`src/rtl/wisc_mem_pkg.sv`:
```
// Shared types and default geometry for the data-memory arbiter.
package wisc_mem_pkg;

    localparam int unsigned DMEM_ADDR_W  = 16;
    localparam int unsigned DMEM_DATA_W  = 16;
    localparam int unsigned DMEM_MEM_LAT = 4;

    typedef enum logic [1:0] {
        IDLE,
        ACCESS,
        DONE
    } state_t;

    typedef enum logic {
        OWN_PIPE,
        OWN_DMA
    } owner_t;

endpackage

```
`src/rtl/dmem_lat_ctr.sv`:
```
// Loadable down-counter with a zero flag; sets how long a memory access is held.
module dmem_lat_ctr #(
    parameter int unsigned WIDTH = 3
) (
    input  logic             clk,
    input  logic             rst_n,
    input  logic             i_load,
    input  logic [WIDTH-1:0] i_load_val,
    input  logic             i_dec,
    output logic             o_zero
);

    localparam logic [WIDTH-1:0] ONE = WIDTH'(1);

    logic [WIDTH-1:0] r_count;

    always_ff @(posedge clk or negedge rst_n) begin
        if (!rst_n) begin
            r_count <= '0;
        end else if (i_load) begin
            r_count <= i_load_val;
        end else if (i_dec && (r_count != '0)) begin
            r_count <= r_count - ONE;
        end
    end

    assign o_zero = (r_count == '0);

endmodule

```
`src/rtl/dmem_arbiter.sv`:
```
// Shares the single-port data memory between the pipeline MEM stage and a DMA/debug port,
// holding one latched request stable for MEM_LAT cycles.
module dmem_arbiter
    import wisc_mem_pkg::*;
#(
    parameter int unsigned ADDR_W     = DMEM_ADDR_W,
    parameter int unsigned DATA_W     = DMEM_DATA_W,
    parameter int unsigned MEM_LAT    = DMEM_MEM_LAT,
    parameter int unsigned STARVE_MAX = 3
) (
    input  logic              clk,
    input  logic              rst_n,
    input  logic              i_p_re,
    input  logic              i_p_we,
    input  logic [ADDR_W-1:0] i_p_addr,
    input  logic [DATA_W-1:0] i_p_wdata,
    output logic [DATA_W-1:0] o_p_rdata,
    output logic              o_p_stall,
    input  logic              i_d_req,
    input  logic              i_d_we,
    input  logic [ADDR_W-1:0] i_d_addr,
    input  logic [DATA_W-1:0] i_d_wdata,
    output logic              o_d_gnt,
    output logic              o_d_done,
    output logic [DATA_W-1:0] o_d_rdata,
    output logic [ADDR_W-1:0] o_m_addr,
    output logic [DATA_W-1:0] o_m_wdata,
    output logic              o_m_re,
    output logic              o_m_we,
    input  logic [DATA_W-1:0] i_m_rdata
);

    localparam int unsigned CTR_W = $clog2(MEM_LAT + 1);
    localparam int unsigned ST_W  = (STARVE_MAX > 0) ? $clog2(STARVE_MAX + 1) : 1;

    localparam logic [CTR_W-1:0] LAT_LOAD = CTR_W'(MEM_LAT - 1);
    localparam logic [ST_W-1:0]  ST_SAT   = ST_W'(STARVE_MAX);
    localparam logic [ST_W-1:0]  ST_ONE   = ST_W'(1);

    state_t            r_state;
    state_t            w_state_d;
    owner_t            r_owner;
    logic [ADDR_W-1:0] r_addr;
    logic [DATA_W-1:0] r_wdata;
    logic              r_we;
    logic [ST_W-1:0]   r_starve;
    logic [DATA_W-1:0] r_p_rdata;
    logic [DATA_W-1:0] r_d_rdata;

    logic w_p_req;
    logic w_starved;
    logic w_grant_d;
    logic w_grant_p;
    logic w_grant;
    logic w_in_idle;
    logic w_in_access;
    logic w_in_done;
    logic w_ctr_zero;
    logic w_capture;

    assign w_in_idle   = (r_state == IDLE);
    assign w_in_access = (r_state == ACCESS);
    assign w_in_done   = (r_state == DONE);

    assign w_p_req   = i_p_re | i_p_we;
    assign w_starved = (r_starve == ST_SAT);
    // DMA only beats a requesting pipeline once it has lost STARVE_MAX times in a row.
    assign w_grant_d = w_in_idle & i_d_req & (~w_p_req | w_starved);
    assign w_grant_p = w_in_idle & w_p_req & ~w_grant_d;
    assign w_grant   = w_grant_d | w_grant_p;
    assign w_capture = w_in_access & w_ctr_zero & ~r_we;

    dmem_lat_ctr #(
        .WIDTH (CTR_W)
    ) u_lat_ctr (
        .clk        (clk),
        .rst_n      (rst_n),
        .i_load     (w_grant),
        .i_load_val (LAT_LOAD),
        .i_dec      (w_in_access),
        .o_zero     (w_ctr_zero)
    );

    always_ff @(posedge clk or negedge rst_n) begin
        if (!rst_n) begin
            r_state <= IDLE;
        end else begin
            r_state <= w_state_d;
        end
    end

    always_comb begin
        w_state_d = r_state;
        o_m_re    = 1'b0;
        o_m_we    = 1'b0;
        o_m_addr  = '0;
        o_m_wdata = '0;
        o_d_gnt   = 1'b0;
        o_d_done  = 1'b0;
        unique case (r_state)
            IDLE: begin
                o_d_gnt = w_grant_d;
                if (w_grant) begin
                    w_state_d = ACCESS;
                end
            end
            ACCESS: begin
                o_m_re    = ~r_we;
                o_m_we    = r_we;
                o_m_addr  = r_addr;
                o_m_wdata = r_wdata;
                if (w_ctr_zero) begin
                    w_state_d = DONE;
                end
            end
            DONE: begin
                o_d_done  = (r_owner == OWN_DMA);
                w_state_d = IDLE;
            end
            default: begin
                w_state_d = IDLE;
            end
        endcase
    end

    // Request capture: simultaneous p_re and p_we is a write.
    always_ff @(posedge clk or negedge rst_n) begin
        if (!rst_n) begin
            r_owner <= OWN_PIPE;
            r_addr  <= '0;
            r_wdata <= '0;
            r_we    <= 1'b0;
        end else if (w_grant) begin
            r_owner <= w_grant_d ? OWN_DMA : OWN_PIPE;
            r_addr  <= w_grant_d ? i_d_addr : i_p_addr;
            r_wdata <= w_grant_d ? i_d_wdata : i_p_wdata;
            r_we    <= w_grant_d ? i_d_we : i_p_we;
        end
    end

    always_ff @(posedge clk or negedge rst_n) begin
        if (!rst_n) begin
            r_starve <= '0;
        end else if (w_grant_d) begin
            r_starve <= '0;
        end else if (w_grant_p && i_d_req && !w_starved) begin
            r_starve <= r_starve + ST_ONE;
        end
    end

    always_ff @(posedge clk or negedge rst_n) begin
        if (!rst_n) begin
            r_p_rdata <= '0;
            r_d_rdata <= '0;
        end else if (w_capture) begin
            if (r_owner == OWN_PIPE) begin
                r_p_rdata <= i_m_rdata;
            end else begin
                r_d_rdata <= i_m_rdata;
            end
        end
    end

    assign o_p_rdata = r_p_rdata;
    assign o_d_rdata = r_d_rdata;
    assign o_p_stall = w_p_req & ~(w_in_done & (r_owner == OWN_PIPE));

endmodule

```
`config.mk`:
```
export PLATFORM = sky130hd
export DESIGN_NAME = dmem_arbiter
export DESIGN_NICKNAME = d
export VERILOG_FILES = /design/src/rtl/wisc_mem_pkg.sv /design/src/rtl/dmem_lat_ctr.sv /design/src/rtl/dmem_arbiter.sv
export SDC_FILE = /design/constraint.sdc
export NUM_CORES = 1
export LEC_CHECK = 0
export BUFFER_PORTS_ARGS = -buffer_cell sky130_fd_sc_hd__buf_2
export CORE_ASPECT_RATIO = 1.2
export CORE_MARGIN = 1
export CORE_UTILIZATION = 51
export CTS_CLUSTER_DIAMETER = 40
export DETAILED_ROUTE_END_ITERATION = 8
export PLACE_DENSITY_LB_ADDON = 0.25
export SLEW_MARGIN = 15
export SYNTH_ARGS = -nofsm -noshare
export SYNTH_HDL_FRONTEND = slang
export SYNTH_SLANG_ARGS = --single-unit
```
`constraint.sdc`:
```
create_clock -name clk -period 3.1 [get_ports clk]
set_input_delay 0.31 -clock clk [delete_from_list [all_inputs] [get_ports clk]]
set_output_delay 0.31 -clock clk [all_outputs]
set_load 0.05 [all_outputs]
```
# Word-level counts from Yosys, hierarchy flattened
# Index checks and enable logic that the tools add are counted.
# W data, S select, Z words.
totals:
  in_bits: 86
  reg_bits: 73
classes:
  muxes: 17
  n_addsub: 2
  n_bitwise: 16
  n_eq_ne: 5
  reduce_logical: 12
op_table:
  columns: ["operator", "count"]
  rows:
  - ["$mux W16", 4]
  - ["$and A1 B1 Y1", 8]
  - ["$mux W2", 4]
  - ["$mux W1", 6]
  - ["$mux W3", 2]
  - ["$reduce_and A2 Y1", 3]
  - ["$not A1 Y1", 5]
  - ["$eq A2 B2 Y1 const B", 2]
  - ["$pmux W2 S2", 1]
  - ["$reduce_bool A2 Y1", 2]
  - ["$logic_and A1 B1 Y1", 3]
  - ["$logic_not A3 Y1", 1]
  - ["$or A1 B1 Y1", 3]
  - ["$reduce_bool A3 Y1", 1]
  - ["$sub A3 B1 Y3 const B", 1]
  - ["$add A2 B1 Y2 const B", 1]
  - ["$eq A2 B1 Y1 const B", 1]
  - ["$logic_not A2 Y1", 1]
  - ["$ne A2 B1 Y1 const B", 1]
  - ["$ne A2 B2 Y1 const B", 1]
  - ["$logic_not A1 Y1", 1]

# Depth between registers and ports, before layout
# Gate-level depths: netlist of run 1.
depth:
  word_depth: 10
  depth_mapped: 6
  depth_no_buf: 5

# Cells and area by module
# A second synthesis of run 1 with hierarchy kept.
hier_totals:
  hier_cells: 344
  area_unflattened_um2: 3574.7
by_module_without_submodules:
  columns: ["module", "seq_area_each_um2", "n_inst", "cells_per_inst", "area_per_inst_um2"]
  rows:
  - ["dmem_arbiter", 1751.7, 1, 325, 3367.0]
  - ["dmem_lat_ctr", 75.1, 1, 19, 207.7]

# Least setup slack after synthesis of run 1
# OpenSTA, ideal clock, no wires.
synth_path:
  kind: "register to register"
  from: "register r_state[1]"
  to: "register r_d_rdata[0] (netlist: o_d_rdata[0])"
  path_buffers: 1
  required_ns: 2.975
  path_slack_ns: 0.988
  stages_incl_launch_ff: 5
  arrival_time_ns: 1.988
  path_cell_list: "dfrtp_1 nor3b_2 nand3_2 buf_2 mux2_2"
synth_via:
  elab_chain_len: 4
synth_lines:
  columns: ["item", "line", "source"]
  rows:
  - ["start: declaration", "dmem_arbiter.sv:40", "state_t r_state;"]
  - ["start signal: assignment", "dmem_arbiter.sv:88", "r_state <= w_state_d;"]
  - ["$eq A2 B1 Y1", "dmem_arbiter.sv:62", "assign w_in_access = (r_state == ACCESS);"]
  - ["$and A1 B1 Y1 (2 in series)", "dmem_arbiter.sv:71", "assign w_capture = w_in_access & w_ctr_zero & ~r_we;"]
  - ["$reduce_and A2 Y1 (no source line)", null, null]
  - ["end signal: assignment", "dmem_arbiter.sv:159", "r_d_rdata <= i_m_rdata;"]
  - ["end: declaration", "dmem_arbiter.sv:48", "logic [DATA_W-1:0] r_d_rdata;"]
# No other way between the ends.
# A chain may end at the register's enable or synchronous reset.

# Worst setup path in the final report of run 1
layout_path:
  from: "register r_state[0]"
  to: "output o_m_addr[3]"
layout_via:
  elab_chain_len: 2
layout_lines:
  columns: ["item", "line", "source"]
  rows:
  - ["$eq A2 B1 Y1", "dmem_arbiter.sv:100", "unique case (r_state)"]
  - ["$mux W16", "dmem_arbiter.sv:100", null]
  - ["end: declaration", "dmem_arbiter.sv:26", "output logic [ADDR_W-1:0] o_m_addr,"]
# No other way between the ends.

==> results by group, run 1 <==
Run status
  – Status: complete, no violations

Clocking
  – Post-CTS setup buffer count: 0
  – Clock Pin Slew Worst Setup and Hold Paths: ~80 ps
  – Maximum clock path buffer count: 2
  – CTS tree: yes
  – Root Driver: clkbuf_8
  – Post_cts resized: 0
  – Htree depth: 3
  – CTS Hold Bufs: 0
  – CTS Buf Count: 9
  – Worst-Skew Late Latency: 340 ps
  – Clk sinks: 73

Place
  – Final RePlAce weighted congestion: 0.826
  – Hpwl dp: 6130 um
  – Buffers on Ports: 154

Synthesis
  – Post-synth top flop: dfrtp_1
  – Post-synthesis cell type count: 35
  – Syn nets: 427
  – Top cells by area, synth: dfrtp_1 (52%), mux2_2 (11%), and2_1 (6.0%), a31oi_1 (5.7%), a21oi_1 (4.8%)
  – Cell area after synthesis: 0.00352 mm^2
  – Synth warnings: 0
  – Avg Synthesized Cell Area: 10.4 um^2
  – Post-synthesis register bit count: 73
  – Mapped Cells: 338
  – Number of synthesized flops with an enable pin: 0
  – Post-synthesis async set-or-reset flop share: 100%
  – Register area share after synthesis: around half
  – Post-synth top area cell: dfrtp_1
  – Top-area cell type share of the netlist area: 51.9%

Timing
  – Final Cycle Share: between 70% and 80%
  – Fmax: 0.403 GHz
  – Fin Clk Skew: 8.52 ps
  – Total negative slack: 0 ps
  – Slew @ Worst Pin: around 900 ps
  – RSZ-0062 raised after global routing: false
  – Final-report hold violation count: 0
  – Final Max Slew Viols: 0
  – Final worst path period need: 2480 ps
  – Setup Viol. Count Final: 0
  – Slew headroom: 39.6%

Worst setup path
  – CP Data Arrival Time: 2170 ps
  – CP Data Required Time: 2790 ps
  – Crit Path Max Fanout: 19
  – Startpoint Class: register
  – Worst setup EP type: output port
  – Critical path class: reg2out

Global routing
  – Largest net degree at the start of global routing: 74
  – GR Overflow Total: 0
  – Overall Global Routing Usage: 25.9%
  – First-pass GRT wire length: 14400 um
  – Initial antenna violation count: 0
  – Vias in the first global route: 3042

Floorplanning
  – Die area: 0.00724 mm^2
  – Initial Util: a little over half
  – Core area: about 0.0066 mm^2
  – Width of the die: 77.9 um
  – Die height: 93.0 um
  – IO Pins: 155
  – Num rows: 32

Layout
  – N_diodes: 0
  – Final Net Count: 570
  – Fillers: 530
  – Area growth, synth to finish: 28.3%
  – Multi-input combinational cell area: 0.00157 mm^2
  – Register area: about 0.0018 mm^2
  – Fraction of layout cells with a size suffix above 1: a little under half

Detailed routing
  – DR DRC count: 0
  – DRT Pass-1 Iters: 4
  – First DRT Iteration DRCs: 133
  – Post-DRT Antenna Nets: 0
  – Vias per inst: 5.56
  – Wirelength per Cell: 15.5 um
  – Via count: 3176
  – Drt total wl: 8850 um

Min path
  – Type of the worst min-delay path: in2async

Job
  – Maxcap violations: 0
final cells by class:
class / count / share of cell area, %
multi-input cells: 231 / 34.6
inverters: 4 / 0.332
repair buffers: 162 / 18.4
clock buffers: 11 / 3.13
clock inverters: 5 / 0.692
well taps: 85 / 2.35
flip-flops and latches: 73 / 40.4
per-layer routing:
| layer | part of all wire [%] | track usage [%] |
|---|---|---|
| met1 | 41 | 31.3 |
| met2 | 50 | 44.6 |
| met3 | 7.1 | 5.27 |
| met4 | 2.1 | 11.3 |
| met5 | 0 | 0 |
through the flow:
step | utilization [%] | hold WS [ps] | cell area (um^2) | setup slack, ps | std cells
detailed placement | 66.2 | 486 | 4350 | 1000 | 555
finish | 68.8 | 95.9 | 4520 | 622 | 571
floorplan | - | 14.4 | 3520 | 988 | 338
global placement | 66.2 | 482 | 4350 | 1060 | 555
global route | 68.8 | 177 | 4520 | 474 | 571
CTS | 68.8 | 128 | 4520 | 620 | 571
state kept, by name, indices dropped and copies added (netlist names):
signal / count
r_we: 1
r_addr: 16
r_wdata: 16
r_starve: 2
u_lat_ctr.r_count: 3
o_d_rdata: 16
o_p_rdata: 16
r_owner: 1
r_state: 2
cell usage after synthesis, types with 2 or more instances:
master / number
dfrtp_1: 73
a21oi_1: 34
and2_1: 34
mux2_2: 33
a31oi_1: 32
nand3_1: 32
o21ai_0: 31
clkbuf_1: 22
buf_2: 6
inv_1: 4
nor2_1: 4
o21ai_1: 4
ha_1: 3
nand2_1: 3
nor2b_1: 2
nor3b_2: 2
final timing paths:
path                                                   from                        to  slack [ps]  cells past startpoint
min                                                   rst_n   r_wdata[11]$_DFFE_PN0P_         100                      1
min reg2reg                        o_d_rdata[0]$_DFFE_PN0P_  o_d_rdata[0]$_DFFE_PN0P_         500                      1
max reg2reg                u_lat_ctr.r_count[0]$_DFFE_PN0P_  o_d_rdata[1]$_DFFE_PN0P_        1210                      5
min in group clk                                     i_d_we          r_we$_DFFE_PN0P_         210                      2
max                                  r_state[0]$_DFFE_PN0P_               o_m_addr[3]         620                      4
max in group asynchronous                             rst_n    r_wdata[8]$_DFFE_PN0P_        2410                      1
worst max-delay path: stages (launching register included):
cell and delay [ps]:
dfrtp_1 560, nor2b_2 540, buf_4 320, and2_1 160, buf_2 260
cell families after synthesis:
| group | Yosys count | share of synthesized area (%) |
|---|---|---|
| muxes | 33 | 10.6 |
| AOI/OAI and AO/OA | 109 | 17.5 |
| buffers and inverters | 34 | 4.16 |
| DFF | 73 | 51.9 |
| adders and majority gates | 3 | 1.07 |
| and+or+nand+nor | 86 | 14.8 |
cells in the final DEF, fill, tap and decap left out, drive strengths merged:
master	n
nor3b	3
nand2	3
nor3	1
o21bai	1
o21ba	1
dfrtp	73
o21ai	35
clkinv	4
a31oi	32
a21o	1
nand3	33
o211ai	1
nor4	1
a21oi	34
o211a	1
and2	34
nand2b	2
clkinvlp	1
clkbuf	11
inv	4
o32a	1
or3b	1
buf	162
ha	3
mux2	33
or3	1
a221o	1
or4	1
nor2b	2
nor2	4
a22o	1
Power of run 1 is left out: the tool's default activity adds up to more than one toggle a clock period on the data nets, which glitch-free logic cannot reach.
==> run 2: changes to the inputs <==
- CORE_UTILIZATION: 51 -> 43
- clock period: 3.1 -> 2.1 ns (I/O delays scaled with it)
==> run 2 against run 1 <==
  * The run now ends with design-rule violations left
  * Setup slack got worse by 500 ps
  * Wire length decreased by 0.44%
  * Global-route usage decreased by 4.3 points
  * Utilization decreased by 8.9 points
  * Register-to-register slack got worse by 990 ps
  * Largest cell class unchanged
==> results by group, run 2 (same netlist as run 1, synthesis figures left out) <==
Place
  – Post-Place Setup Slack: 206 ps (was 1000 ps)
  – Buffers on Ports: 154 (unchanged)
  – Hpwl dp: 6310 um (was 6130 um)
  – Final RePlAce weighted congestion: 0.798 (was 0.826)

Clocking
  – Htree depth: 3 (unchanged)
  – CTS tree: yes (unchanged)
  – CTS Buf Count: 9 (unchanged)
  – Maximum clock path buffer count: 2 (unchanged)
  – Clock Pin Slew Worst Setup and Hold Paths: 80 ps (about the same)
  – Post-CTS setup buffer count: 0 (unchanged)
  – Clk sinks: 73 (unchanged)
  – Root Driver: clkbuf_8 (unchanged)
  – Worst-Skew Late Latency: 340 ps (about the same)

Job
  – Maxcap violations: 0 (unchanged)

Detailed routing
  – First DRT Iteration DRCs: 164 (was 133)
  – Post-DRT Antenna Nets: 0 (unchanged)
  – DR DRC count: 13 (was 0)
  – Drt total wl: 8810 um (was 8850 um)
  – DRT Pass-1 Iters: 6 (was 4)
  – Wirelength per Cell: 15.0 um (was 15.5 um)
  – Via count: 3229 (was 3176)
  – Vias per inst: 5.49 (was 5.56)

Run status
  – Status: finished, violations left (was complete, no violations)
  – Failing checks: design-rule violations

Worst setup path
  – Startpoint Class: register (unchanged)
  – CP Data Required Time: 1890 ps (was 2790 ps)
  – End point of the critical path: o_d_gnt (was o_m_addr[3])
  – Worst setup EP type: output port (unchanged)
  – R2r endpoint: o_d_rdata[7]$_DFFE_PN0P_ (was o_d_rdata[1]$_DFFE_PN0P_)
  – FF-to-FF setup slack: 220 ps (was 1210 ps)
  – CP Launch Point: r_state[1]$_DFFE_PN0P_ (was r_state[0]$_DFFE_PN0P_)
  – Critical path class: reg2out (unchanged)
  – CP Data Arrival Time: 1770 ps (was 2170 ps)
  – Crit Path Max Fanout: 7 (was 19)
  – Reg-to-reg startpoint: u_lat_ctr.r_count[0]$_DFFE_PN0P_ (unchanged)
  – Reg2reg path depth: 5 (unchanged)

Layout
  – Fraction of layout cells with a size suffix above 1: 46.4% (was 45.3%)
  – Final Net Count: 580 (was 570)
  – Fin util: 59.9% (was 68.8%)
  – Most common cell after layout, fill and taps aside: buf_2 (unchanged)
  – N_diodes: 0 (unchanged)
  – Most frequent cells in the layout: buf_2 (152), dfrtp_1 (73), and2_1 (34), a21oi_1 (34), mux2_2 (33) (was buf_2 (153), dfrtp_1 (73), a21oi_1 (34), and2_1 (33), mux2_2 (33))
  – Area growth, synth to finish: 32.5% (was 28.3%)

Timing
  – Slew @ Worst Pin: 631 ps (was 907 ps)
  – Total negative slack: 0 ps (unchanged)
  – Final Cycle Share: between 90% and 100%
  – Worst Setup Slack, final: 125 ps (was 622 ps)
  – RSZ-0062 raised after global routing: false (unchanged)
  – Slew headroom: 57.9% (was 39.6%)
  – Setup Viol. Count Final: 0 (unchanged)
  – Final-report hold violation count: 0 (unchanged)
  – Fmax: 0.506 GHz
  – Final Max Slew Viols: 0 (unchanged)
  – Final worst path period need: 1980 ps
  – Fin Clk Skew: 9.28 ps (was 8.52 ps)

Floorplanning
  – Die area: 0.00856 mm^2 (was 0.00724 mm^2)
  – Num rows: 35 (was 32)
  – Width of the die: 84.6 um (was 77.9 um)
  – IO Pins: 155 (unchanged)
  – Initial Util: 45.2% (was 53.6%)
  – Core area: 0.00779 mm^2 (was 0.00657 mm^2)
  – Die height: 101 um (was 93.0 um)

Global routing
  – Largest net degree at the start of global routing: 51 (was 74)
  – Initial antenna violation count: 0 (unchanged)
  – First-pass GRT wire length: 14600 um (was 14400 um)
  – Vias in the first global route: 3058 (was 3042)
  – Overall Global Routing Usage: 21.6% (was 25.9%)
  – GR Overflow Total: 0 (unchanged)

Min path
  – Type of the worst min-delay path: in2reg (was in2async)
==> run 2: cell types whose count changed in the layout (fill, tap and decap cells not counted), sizes merged <==
cell,delta
clkbuf,-1
dlygate4sd3,+1
buf,+8
bufinv,+2
==> run 2: repair_timing <==
item	4_1_cts	5_1_grt
hold buffers	1	0
hold endpoints to repair	48	0
setup endpoints to repair	0	1
resized for setup	0	3
==> run 2: critical path: stages, from the launching register on <==
cell and delay [ps]:
dfrtp_1 500, or3b_4 460, nor2_1 200, clkbuf_4 270
==> run 2: metrics by stage <==
step | cells | hold slack, ps | area, um^2
3_3_place_gp | 571 | 276 | 4430
5_1_grt | 588 | 98.0 | 4670
2_1_floorplan | 338 | -85.6 | 3530
3_5_place_dp | 571 | 268 | 4430
4_1_cts | 588 | 94.6 | 4660
6_report | 588 | 114 | 4670
==> run 2: layer usage <==
metal  up-vias  GRT usage (%)  routed length (um)
met4         0           9.00                 173
met2       151           36.3                4170
li1       1534              -                   -
met3        17           4.56                 717
met5         -              0                   0
met1      1527           27.4                3750
==> run 2: cell type report <==
type                            instances  area (um^2)
Multi-Input combinational cell        231         1580
Sequential cell                        73         1830
Fill cell                             682         3130
Inverter                                4         15.0
Tap cell                               92          115
Clock buffer                            9          124
Clock inverter                          7         95.1
Timing Repair Buffer                  172          913
==> run 2: how the worst min path moves through the flow <==
stage,start,endpoint,slack (ps),depth (start not counted)
6_report,i_m_rdata[12],o_p_rdata[12]$_DFFE_PN0P_,110,2
5_1_grt,i_m_rdata[13],o_d_rdata[13]$_DFFE_PN0P_,100,2
4_1_cts,i_m_rdata[12],o_d_rdata[12]$_DFFE_PN0P_,90,2
3_5_place_dp,rst_n,o_p_rdata[0]$_DFFE_PN0P_,270,1
3_3_place_gp,rst_n,o_d_rdata[2]$_DFFE_PN0P_,280,1
2_1_floorplan,rst_n,o_d_rdata[0]$_DFFE_PN0P_,-90,0
Power of run 2 is left out for the same reason.
==> run 3: changes to the inputs <==
- ABC_AREA: unset -> 1
- CORE_UTILIZATION: 43 -> 44
- SLEW_MARGIN: 15 -> 25
==> run 3 against run 2 <==
  * The flow now finishes without violations
  * Setup slack better by 14 ps
  * Register-to-register slack better by 260 ps
  * Flip-flop and latch count unchanged
  * Global-route usage down 1.1 points
  * Hold slack worse by 100 ps
  * Critical path depth up 1
  * Clock skew about the same
  * First-iteration DRC count down 19%
  * Fmax up 0.71%
  * Area after synthesis up 6.5%
  * Utilization down 0.46 points
  * Synthesized cell count up 54%
  * Largest cell class unchanged
==> results by group, run 3 <==
Floorplanning
  – Width of the die: 86.3 um (was 84.6 um)
  – Die height: 103 um (was 101 um)
  – Initial Util: 45.8% (was 45.2%)
  – Die area: 0.00890 mm^2 (was 0.00856 mm^2)
  – IO Pins: 155 (unchanged)
  – Num rows: 36 (was 35)
  – Core area: 0.00820 mm^2 (was 0.00779 mm^2)

Power
  – Switching power: 4920 uW
  – Clock power frac: 15.4%
  – Power per Cell Area: between 1500 and 2000 mW/mm^2
  – LEAKAGE: 0.00302 uW
  – Comb pwr share: 57.3%
  – Sequential share of power: 27.3%
  – Peak supply drop: between 1 and 1.5 mV
  – Sw frac: about 54%
  – Pwr Total: slightly above 9000 uW
  – Int Pwr: between 4000 and 5000 uW

Clocking
  – CTS Buf Count: 9 (unchanged)
  – Post-CTS setup buffer count: 0 (unchanged)
  – CTS tree: yes (unchanged)
  – Htree depth: 3 (unchanged)
  – Clock Pin Slew Worst Setup and Hold Paths: 80 ps (about the same)
  – Clk sinks: 73 (unchanged)
  – Maximum clock path buffer count: 2 (unchanged)
  – Worst-Skew Late Latency: 340 ps (about the same)
  – Root Driver: clkbuf_8 (unchanged)

Detailed routing
  – DR DRC count: 0 (was 13)
  – Vias per inst: 4.44 (was 5.49)
  – DRT Pass-1 Iters: 4 (was 6)
  – Drt total wl: 8610 um (was 8810 um)
  – Wirelength per Cell: 10.9 um (was 15.0 um)
  – Post-DRT Antenna Nets: 0 (unchanged)
  – Via count: 3517 (was 3229)
  – First DRT Iteration DRCs: 133 (was 164)

Synthesis
  – Syn nets: 611 (was 427)
  – Post-synthesis register bit count: 73 (unchanged)
  – Register area share after synthesis: 48.7% (was 51.9%)
  – Most common library cells after synthesis: nand2_1 (167), inv_1 (125), dfrtp_1 (73), nor2_1 (36) (was dfrtp_1 (73), a21oi_1 (34), and2_1 (34), mux2_2 (33))
  – Mapped Cells: 522 (was 338)
  – Most common cell in the synthesized netlist: nand2_1 (was dfrtp_1)
  – Number of synthesized flops with an enable pin: 0 (unchanged)
  – Top-area cell type share of the netlist area: 48.7% (was 51.9%)
  – Top cells by area, synth: dfrtp_1 (49%), nand2_1 (17%), inv_1 (13%), o21ai_0 (4.4%), o21ai_1 (4.4%) (was dfrtp_1 (52%), mux2_2 (11%), and2_1 (6.0%), a31oi_1 (5.7%), a21oi_1 (4.8%))
  – Post-synthesis cell type count: 24 (was 35)
  – Synth warnings: 0 (unchanged)
  – Post-synth top flop: dfrtp_1 (unchanged)
  – Post-synthesis async set-or-reset flop share: 100% (unchanged)
  – Post-synth top area cell: dfrtp_1 (unchanged)
  – Avg Synthesized Cell Area: 7.19 um^2 (was 10.4 um^2)
  – Cell area after synthesis: 0.00375 mm^2 (was 0.00352 mm^2)

Timing
  – Slew @ Worst Pin: 920 ps (was 631 ps)
  – Final Cycle Share: 93.4% (was 94.1%)
  – Total negative slack: 0 ps (unchanged)
  – Setup Viol. Count Final: 0 (unchanged)
  – Slew headroom: 38.6% (was 57.9%)
  – Final-report hold violation count: 0 (unchanged)
  – Final Max Slew Viols: 0 (unchanged)
  – Fin Clk Skew: 8.84 ps (was 9.28 ps)
  – RSZ-0062 raised after global routing: false (unchanged)
  – Fmax: 0.510 GHz (was 0.506 GHz)
  – Final worst path period need: 1960 ps (was 1980 ps)

Layout
  – Fraction of layout cells with a size suffix above 1: 29.0% (was 46.4%)
  – N_diodes: 0 (unchanged)
  – Area growth, synth to finish: 29.9% (was 32.5%)
  – Final design instance area without fill: 0.00487 mm^2 (was 0.00467 mm^2)
  – Fin util: 59.4% (was 59.9%)
  – Most common cell after layout, fill and taps aside: nand2_1 (was buf_2)
  – Fillers: 811 (was 682)
  – Finished Layout Cells: 793 (was 588)
  – Most frequent cells in the layout: nand2_1 (167), buf_2 (153), inv_1 (125), dfrtp_1 (73), nor2_1 (36) (was buf_2 (152), dfrtp_1 (73), and2_1 (34), a21oi_1 (34), mux2_2 (33))
  – Final Net Count: 763 (was 580)

Global routing
  – Overall Global Routing Usage: 20.5% (was 21.6%)
  – First-pass GRT wire length: 14300 um (was 14600 um)
  – Grt met1 use: 24.8% (was 27.4%)
  – GR Overflow Total: 0 (unchanged)
  – Global Route met2 Usage: 35.9% (was 36.3%)
  – Largest net degree at the start of global routing: 74 (was 51)
  – Vias in the first global route: 3314 (was 3058)
  – Initial antenna violation count: 0 (unchanged)
  – GR peak layer: met2 (unchanged)
  – GR Util met3: 3.92% (was 4.56%)

Worst setup path
  – Worst setup EP type: output port (unchanged)
  – CP Data Required Time: 1890 ps (about the same)
  – CP Data Arrival Time: 1750 ps (was 1770 ps)
  – Startpoint Class: register (unchanged)
  – Reg-to-reg startpoint: r_state[0]$_DFFE_PN0P_ (was u_lat_ctr.r_count[0]$_DFFE_PN0P_)
  – CP Launch Point: r_state[0]$_DFFE_PN0P_ (was r_state[1]$_DFFE_PN0P_)
  – Critical path class: reg2out (unchanged)
  – Crit Path Max Fanout: 9 (was 7)

Place
  – Hpwl dp: 6240 um (was 6310 um)
  – Buffers on Ports: 154 (unchanged)
  – Dpl cells: 777 (was 571)
  – Post-DP Area: 0.00461 mm^2 (was 0.00443 mm^2)
  – Final RePlAce weighted congestion: 0.781 (was 0.798)

Job
  – Maxcap violations: 0 (unchanged)

Min path
  – Type of the worst min-delay path: in2async (was in2reg)

Run status
  – Status: complete, no violations (was finished, violations left)
run 3: changes by cell type after synthesis, moves of 19 or more:
cell,before,now
a21oi_1,34,2
a31oi_1,32,0
nand2_1,3,167
mux2_2,33,0
inv_1,4,125
nor2_1,4,36
o21ai_1,4,33
and2_1,34,0
nand3_1,32,6
clkbuf_1,22,3
run 3: cell families (layout without fill, tap and decap cells):
logic type	count (synthesis)	after routing	synth area share (%)
and+or+nand+nor	227	227	24.5
buffers and inverters	148	305	16.0
DFF	73	73	48.7
AOI/OAI and AO/OA	70	70	9.47
adders and majority gates	3	3	1.00
xor gates and xnor gates	1	1	0.234
run 3: metal layers:
metal | wire length (um) | vias to the layer above
met5 | 0 | -
met4 | 144 | 0
met3 | 466 | 14
met2 | 4140 | 108
met1 | 3860 | 1579
li1 | - | 1816
run 3: critical path: stages (launching register included):
cell and delay, ps:
dfrtp_1 470, nor2_2 230, nand2_2 110, nor2_4 270, buf_2 320
run 3: repair_timing:
item	4_1_cts	5_1_grt
endpoints found under the setup margin	0	4
hold buffers	0	0
resized for setup	0	1
run 3: final timing paths:
kind,end,slack (ps),depth (start not counted)
worst max-delay path,o_d_gnt,140,4
worst min-delay path,o_p_rdata[4]$_DFFE_PN0P_,9,1
worst max register to register,r_wdata[1]$_DFFE_PN0P_,480,7
worst min register to register,r_addr[5]$_DFFE_PN0P_,480,2
max in group asynchronous,o_d_rdata[1]$_DFFE_PN0P_,1510,1
min in group clk,r_we$_DFFE_PN0P_,110,3
run 3: power by group through the flow:
stage          sequential [uW]  combinational [uW]  clock (uW)
2_1_floorplan             3570                3040           0
3_3_place_gp              2490                5230           0
3_5_place_dp              2530                5300           0
4_1_cts                   2510                5310        1450
5_1_grt                   2600                5750        1510
6_report                  2510                5260        1410
run 3: cell type report:
| class | instances | area, um^2 | area share [%] |
|---|---|---|---|
| Timing Repair Buffer | 163 | 841 | 17.3 |
| Inverter | 126 | 473 | 9.71 |
| Clock inverter | 6 | 130 | 2.67 |
| Clock buffer | 10 | 128 | 2.62 |
| Tap cell | 114 | 143 | 2.93 |
| Multi-Input combinational cell | 301 | 1330 | 27.3 |
| Sequential cell | 73 | 1830 | 37.5 |
run 3: metrics by stage:
stage / hold slack, ps / setup slack [ps]
CTS: 40.0 / 81.9
global placement: 402 / 509
finish: 8.94 / 139
detailed placement: 414 / 480
floorplan: -85.6 / 357
global route: 68.6 / 37.3
(Power assumes the default switching activity.)
